File: src/rtl/serial_add_sched.sv
`default_nettype none
// ============================================================================
// Module      : serial_add_sched
// Description : Round-robin scheduler that arbitrates two requesters onto a
//               shared external bit-serial adder. Operands are shifted out
//               LSB first, the returned sum bits are collected into a result
//               register, and the final carry becomes the carry-out.
// Revision    : 1.0 - initial release
// ============================================================================
module serial_add_sched #(
   parameter int WIDTH = 8
) (
   input  logic             clk,
   input  logic             rst,
   input  logic             req0,
   input  logic [WIDTH-1:0] a0,
   input  logic [WIDTH-1:0] b0,
   input  logic             req1,
   input  logic [WIDTH-1:0] a1,
   input  logic [WIDTH-1:0] b1,
   output logic             gnt0,
   output logic             gnt1,
   output logic             busy,
   output logic             done,
   output logic             done_id,
   output logic [WIDTH-1:0] sum,
   output logic             cout,
   output logic             sa_a,
   output logic             sa_b,
   output logic             sa_clr,
   input  logic             sa_s
);

   // Counter must reach WIDTH: the extra ADD cycle harvests the final carry.
   localparam int                c_cnt_w    = $clog2(WIDTH + 1);
   localparam logic [c_cnt_w-1:0] c_last_cnt = c_cnt_w'(WIDTH);

   typedef enum logic [1:0] {
      S_IDLE  = 2'd0,
      S_CLEAR = 2'd1,
      S_ADD   = 2'd2,
      S_DONE  = 2'd3
   } state_t;

   state_t               r_state;
   state_t               w_next;
   logic [WIDTH-1:0]     r_sa;
   logic [WIDTH-1:0]     r_sb;
   logic [WIDTH:0]       r_res;
   logic [WIDTH:0]       w_res_next;
   logic [c_cnt_w-1:0]   r_cnt;
   logic                 r_last_id;
   logic                 r_owner;
   logic                 r_sa_clr;
   logic                 w_pick1;
   logic                 w_last_add;

   // With both requesting, requester 1 wins only if 0 won last time.
   assign w_pick1    = req1 & (~req0 | ~r_last_id);
   assign w_last_add = (r_cnt == c_last_cnt);
   assign w_res_next = {sa_s, r_res[WIDTH:1]};
   assign sa_clr     = r_sa_clr;

   // State register.
   always_ff @(posedge clk or posedge rst) begin
      if (rst) begin
         r_state <= S_IDLE;
      end else begin
         r_state <= w_next;
      end
   end

   // Next-state decode plus grant, status and serial-operand outputs.
   always_comb begin
      w_next = r_state;
      gnt0   = 1'b0;
      gnt1   = 1'b0;
      busy   = 1'b1;
      done   = 1'b0;
      sa_a   = 1'b0;
      sa_b   = 1'b0;
      case (r_state)
         S_IDLE: begin
            busy = 1'b0;
            if (req0 | req1) begin
               gnt0   = ~w_pick1;
               gnt1   = w_pick1;
               w_next = S_CLEAR;
            end
         end
         S_CLEAR: begin
            w_next = S_ADD;
         end
         S_ADD: begin
            // Zero operands on the last cycle so sa_s reflects the carry alone.
            if (!w_last_add) begin
               sa_a = r_sa[0];
               sa_b = r_sb[0];
            end
            if (w_last_add) begin
               w_next = S_DONE;
            end
         end
         S_DONE: begin
            done   = 1'b1;
            w_next = S_IDLE;
         end
         default: begin
            w_next = S_IDLE;
         end
      endcase
   end

   // Datapath: operand capture, serial shifting, result collection and
   // the held result outputs.
   always_ff @(posedge clk or posedge rst) begin
      if (rst) begin
         r_sa      <= '0;
         r_sb      <= '0;
         r_res     <= '0;
         r_cnt     <= '0;
         r_last_id <= 1'b1;
         r_owner   <= 1'b0;
         r_sa_clr  <= 1'b1;
         sum       <= '0;
         cout      <= 1'b0;
         done_id   <= 1'b0;
      end else begin
         // Adder carry is held cleared everywhere except during ADD.
         r_sa_clr <= (w_next != S_ADD);
         case (r_state)
            S_IDLE: begin
               if (gnt0 | gnt1) begin
                  r_sa      <= gnt1 ? a1 : a0;
                  r_sb      <= gnt1 ? b1 : b0;
                  r_owner   <= gnt1;
                  r_last_id <= gnt1;
               end
            end
            S_CLEAR: begin
               r_cnt <= '0;
            end
            S_ADD: begin
               r_res <= w_res_next;
               r_sa  <= r_sa >> 1;
               r_sb  <= r_sb >> 1;
               r_cnt <= r_cnt + 1'b1;
               // The last sum bit arrives on this same edge, so use w_res_next.
               if (w_last_add) begin
                  sum     <= w_res_next[WIDTH-1:0];
                  cout    <= w_res_next[WIDTH];
                  done_id <= r_owner;
               end
            end
            default: begin
            end
         endcase
      end
   end

endmodule
`default_nettype wire

File: config.mk
export PLATFORM = sky130hd
export DESIGN_NAME = serial_add_sched
export DESIGN_NICKNAME = d
export VERILOG_FILES = /design/src/rtl/serial_add_sched.sv
export SDC_FILE = /design/constraint.sdc
export NUM_CORES = 1
export LEC_CHECK = 0
export ABC_AREA = 1
export BUFFER_PORTS_ARGS = -buffer_cell sky130_fd_sc_hd__buf_2
export CAP_MARGIN = 40
export CELL_PAD_IN_SITES_DETAIL_PLACEMENT = 1
export CELL_PAD_IN_SITES_GLOBAL_PLACEMENT = 2
export CORE_MARGIN = 10
export CORE_UTILIZATION = 33
export DETAILED_ROUTE_END_ITERATION = 12
export PLACE_DENSITY = 0.92
export SETUP_SLACK_MARGIN = 0.05
export SLEW_MARGIN = 40
export SYNTH_ARGS = -nofsm -noshare
export SYNTH_HDL_FRONTEND = slang
export SYNTH_SLANG_ARGS = --single-unit
File: constraint.sdc
create_clock -name clk -period 2.75 [get_ports clk]
set_input_delay 0.275 -clock clk [delete_from_list [all_inputs] [get_ports clk]]
set_output_delay 0.275 -clock clk [all_outputs]
set_load 0.03 [all_outputs]
======== After elaboration in Yosys (flattened, before gate mapping) ========
Index checks and enable logic that the tools add are counted.
word-level totals
  bits in registers ....................... 44
  input port bits ......................... 37
  output and inout port bits .............. 17
  word-level logic and storage cells ...... 51
operators by class
  add/sub/neg operators ................... 1
  eq/ne operators ......................... 6
  mux-type cells .......................... 20
  bitwise gates (word level) .............. 7
  reduce and logical (&&, ||, !) cells .... 6
operators by type and width
  operator               number
  $mux W8                4
  $pmux W8 S2            2
  $mux W1                10
  $pmux W2 S4            1
  $pmux W4 S2            1
  $reduce_and A2 Y1      3
  $add A4 B1 Y4 const B  1
  $eq A2 B2 Y1 const B   2
  $eq A4 B4 Y1 const B   1
  $mux W2                2
  $ne A2 B2 Y1 const B   2
  $reduce_bool A2 Y1     2
  $not A1 Y1             3
  $or A1 B1 Y1           3
  $eq A2 B1 Y1 const B   1
  $logic_not A2 Y1       1
  $and A1 B1 Y1          1

======== Depth between registers and ports, before layout ========
  depth after elaboration ................. 9
  gate-level depth with buffers ........... 9
  mapped depth without buffers ............ 7

======== Least setup slack after synthesis ========
No wires, ideal clock.
  path kind ............................... reg-to-output
  start ................................... register r_state[0]
  end ..................................... output sa_a
  data arrival time ....................... 1.755 ns
  required time ........................... 2.475 ns
  setup slack ............................. 0.720 ns
  stages on the path, launching flop included .. 6
  path buffers ............................ 1
  path through ............................ dfrtp_1 > inv_1 > ha_1 > inv_2 > clkbuf_1 > nor3b_1
between the ends
  word-level cells in the longest chain between the ends .. 2
RTL lines
  what                    line  source
  from (decl)             45    state_t r_state;
  from (signal assigned)  69    r_state <= w_next;
  $eq A2 B2 Y1            82    case (r_state)
  $mux W1                 82
  to (decl)               28    output logic sa_a,
No other way between the ends.

======== Final worst setup path ========
  start ................................... register r_state[0]
  end ..................................... output gnt0
between the ends
  word-level cells in the longest chain between the ends .. 2
RTL lines
  what              line  source
  $logic_not A2 Y1  82
  $mux W1           82
  to (decl)         21    output logic gnt0,
No other way between the ends.

==> impl_metrics.env <==
export IMPL_status="completed"
export IMPL_place_hpwl_mm=4.46
export IMPL_synth_top_family_by_area="simple AND/OR/NAND/NOR gates"
export IMPL_hold_worst_slack_ps=244
export IMPL_syn_num_nets=327
export IMPL_placed_cells=406
export IMPL_yosysSeqAreaShare_pct=47.4
export IMPL_postSynthAreaPerCell_um2=7.98
export IMPL_yosysMostFrequentCell="nand2_1"
export IMPL_synth_distinct_cells=23
export IMPL_start_kind="register"
export IMPL_worst_ir_drop_vdd_mv=0.354
export IMPL_finClkSkew_ps=4.89
export IMPL_period_share_pct=82.4
export IMPL_gr_total_overflow=0
export IMPL_drt_iter0_drc=99
export IMPL_r2r_slack_ps=640
export IMPL_synth_edff_count=0
export IMPL_postCtsSetupRepairBufs=0
export IMPL_cp_arrival_ps=1990
export IMPL_die_h_um=103
export IMPL_fin_cells=415
export IMPL_gp_congestion=0.759
export IMPL_worst_pin_slew_ps=573
export IMPL_pre_cts_ws_ps=750
export IMPL_vias_per_cell=4.91
export IMPL_via_count=2039
export IMPL_synthMuxAreaShare_pct=0
export IMPL_nNetsFinal=376
export IMPL_antenna_found_initial=0
export IMPL_cts_buffers=5
export IMPL_port_buffers=53
export IMPL_grt_start_max_net_pins=31
export IMPL_worstReg2RegEnd="r_sb[2]"
export IMPL_syn_area_um2=2270
export IMPL_slew_violations=0
export IMPL_synth_commonest_cells="66 x nand2_1, 48 x nand3_1, 41 x dfrtp_1"
export IMPL_yosysTopAreaCell="dfrtp_1"
export IMPL_n_antenna_cell=0
export IMPL_critPathMaxStageDelay_ps=410
export IMPL_min_from="sa_s"
export IMPL_rr_startpoint="r_state[0]"
export IMPL_end_kind="primary output"
export IMPL_ios=54
export IMPL_period_minus_slack_ps=2270
export IMPL_grt_use_total_pct=12.4
export IMPL_yosys_area_share_simple_pct=31.3
export IMPL_wl_per_cell_um=14.7
export IMPL_postLayoutCellArea_um2=2700
export IMPL_clockBufferDepth=2
export IMPL_fmax_ghz=0.441
export IMPL_fp_row_count=30
export IMPL_cts_tree="yes"
export IMPL_place_area_um2=2560
export IMPL_grt_pass1_wl_mm=10.4
export IMPL_routed_wl_mm=6.10
export IMPL_cap_violations=0
export IMPL_core_um2=6760
export IMPL_drc=0
export IMPL_synth_flop_cell="dfrtp_1"
export IMPL_dr_pass1_iters=4
export IMPL_crit_family="buffers and inverters"
export IMPL_p_per_area_nw_per_um2=1160
export IMPL_path_clk_slew_ps=80
export IMPL_setup_viol=0
export IMPL_die_x_um=103
export IMPL_rsz0062_at_grt="no"
export IMPL_final_util_pct=40.0
export IMPL_netlist_area_leader_share_pct=45.1
export IMPL_area_delta_synth_final_pct=18.9
export IMPL_drtAntennaViolNets=0
export IMPL_worstSkewPairLatency_ps=290
export IMPL_slew_headroom_pct=61.7
export IMPL_leakagePower_nw=1.45
export IMPL_worst_r2r_path_depth=8
export IMPL_synth_area_leaders="dfrtp_1 45%, nand2_1 11%, nand3_1 11%"
export IMPL_synth_compound_area_share_pct=7.32
export IMPL_critPathSlowestCell="dfrtp_1"
export IMPL_syn_inst=285
export IMPL_min_path_cells=3
export IMPL_cts_htree_levels=2
export IMPL_postSynth_asyncResetShare_pct=100
export IMPL_hold_class="input port to register"
export IMPL_synth_xor_area_share_pct=0
export IMPL_drive_gt1_share_pct=23.3
export IMPL_synthAdderAreaFrac_pct=2.75
export IMPL_crit_path_start="r_state[0]"
export IMPL_hold_viol=0
export IMPL_grt_pass1_vias=2144
export IMPL_cts_root_buf="clkbuf_8"
export IMPL_crit_chain="inv_1, ha_1, buf_4, nand2_4, a21oi_1, buf_2"
export IMPL_crit_type="register to primary output"
export IMPL_cts_resized_gates=0
export IMPL_cp_max_fo=29
export IMPL_holdPathEnd="r_res[8]"
export IMPL_worst_path_buf_inv=3
export IMPL_start_util_pct=33.6
export IMPL_critPathRequiredTime_ps=2480
export IMPL_ys_ff_latch=43
export IMPL_power_total_mw=3.13
export IMPL_cts_sinks=43
export IMPL_setup_ws_ps=485
export IMPL_yosysWarningCount=0
export IMPL_tns_ps=0
export IMPL_fp_dieArea_um2=10600
-- layout by cell type, fill, tap and decap left out, types with 2 or more instances in the layout --
cell type,instances
o21ai_0,20
bufinv_16,2
nor2_4,2
nand2_4,2
clkbuf_8,5
nand3_1,48
dfrtp_1,41
ha_1,5
nor3_1,2
inv_1,32
nor2_1,14
a21oi_1,9
dfstp_2,2
nand2_2,2
inv_2,3
nand2_1,66
buf_4,6
nand4_1,14
nor3b_1,2
buf_2,53
-- report_power, final --
group          leakage (nW)  internal (mW)  switching [mW]
logic                 0.843          0.467            1.03
registers             0.538          0.910           0.144
clock network        0.0654          0.363           0.221
total                  1.45           1.74            1.39
-- sequential cells by signal, summed over array words and instances (netlist names) --
register and cells:
r_res 8, r_sa 8, r_sb 8, sum 8, r_cnt 4, r_state 2
cout 1, done_id 1, r_last_id 1, r_owner 1, sa_clr 1
-- worst register-to-register path, delay by kind of cell, from the launching register on --
family	cells	cell delay, ps
adder cells (fa/ha/maj)	1	240
AND/OR/NAND/NOR	4	860
flip-flops	1	410
buffers and inverters	3	490
-- worst max-delay path by stage --
stage               to  slack [ps]  cells past startpoint
4_1_cts           gnt0         470                      6
3_5_place_dp   r_sb[2]         750                      8
2_1_floorplan     sa_a         720                      5
5_1_grt           gnt0         360                      6
3_3_place_gp   r_sb[4]         880                      7
6_report          gnt0         480                      6
-- logic make-up after synthesis --
logic type | Yosys count
and+or+nand+nor | 152
buffers and inverters | 53
DFF | 43
AOI/OAI and AO/OA | 32
adders and majority gates | 5
-- layer usage --
layer	global-route usage (%)	vias up	wire [um]
met4	3.96	0	76
met5	0	-	0
li1	-	1017	-
met1	15.1	971	2670
met3	4.36	6	377
met2	20.2	45	2970
-- cell type report --
cell class,count,area (um2)
multi-input cells,189,940
inverters,35,131
clock inverters,2,60.1
fillers,856,4050
flip-flops and latches,43,1080
clock buffers,6,72.6
repair buffers,60,320
well taps,80,100
-- repair_timing --
item	CTS	global route
endpoints found under the hold margin	0	2
setup endpoints to repair	0	0
hold buffers	0	1
No activity file was read; power rests on OpenSTA's default activity.
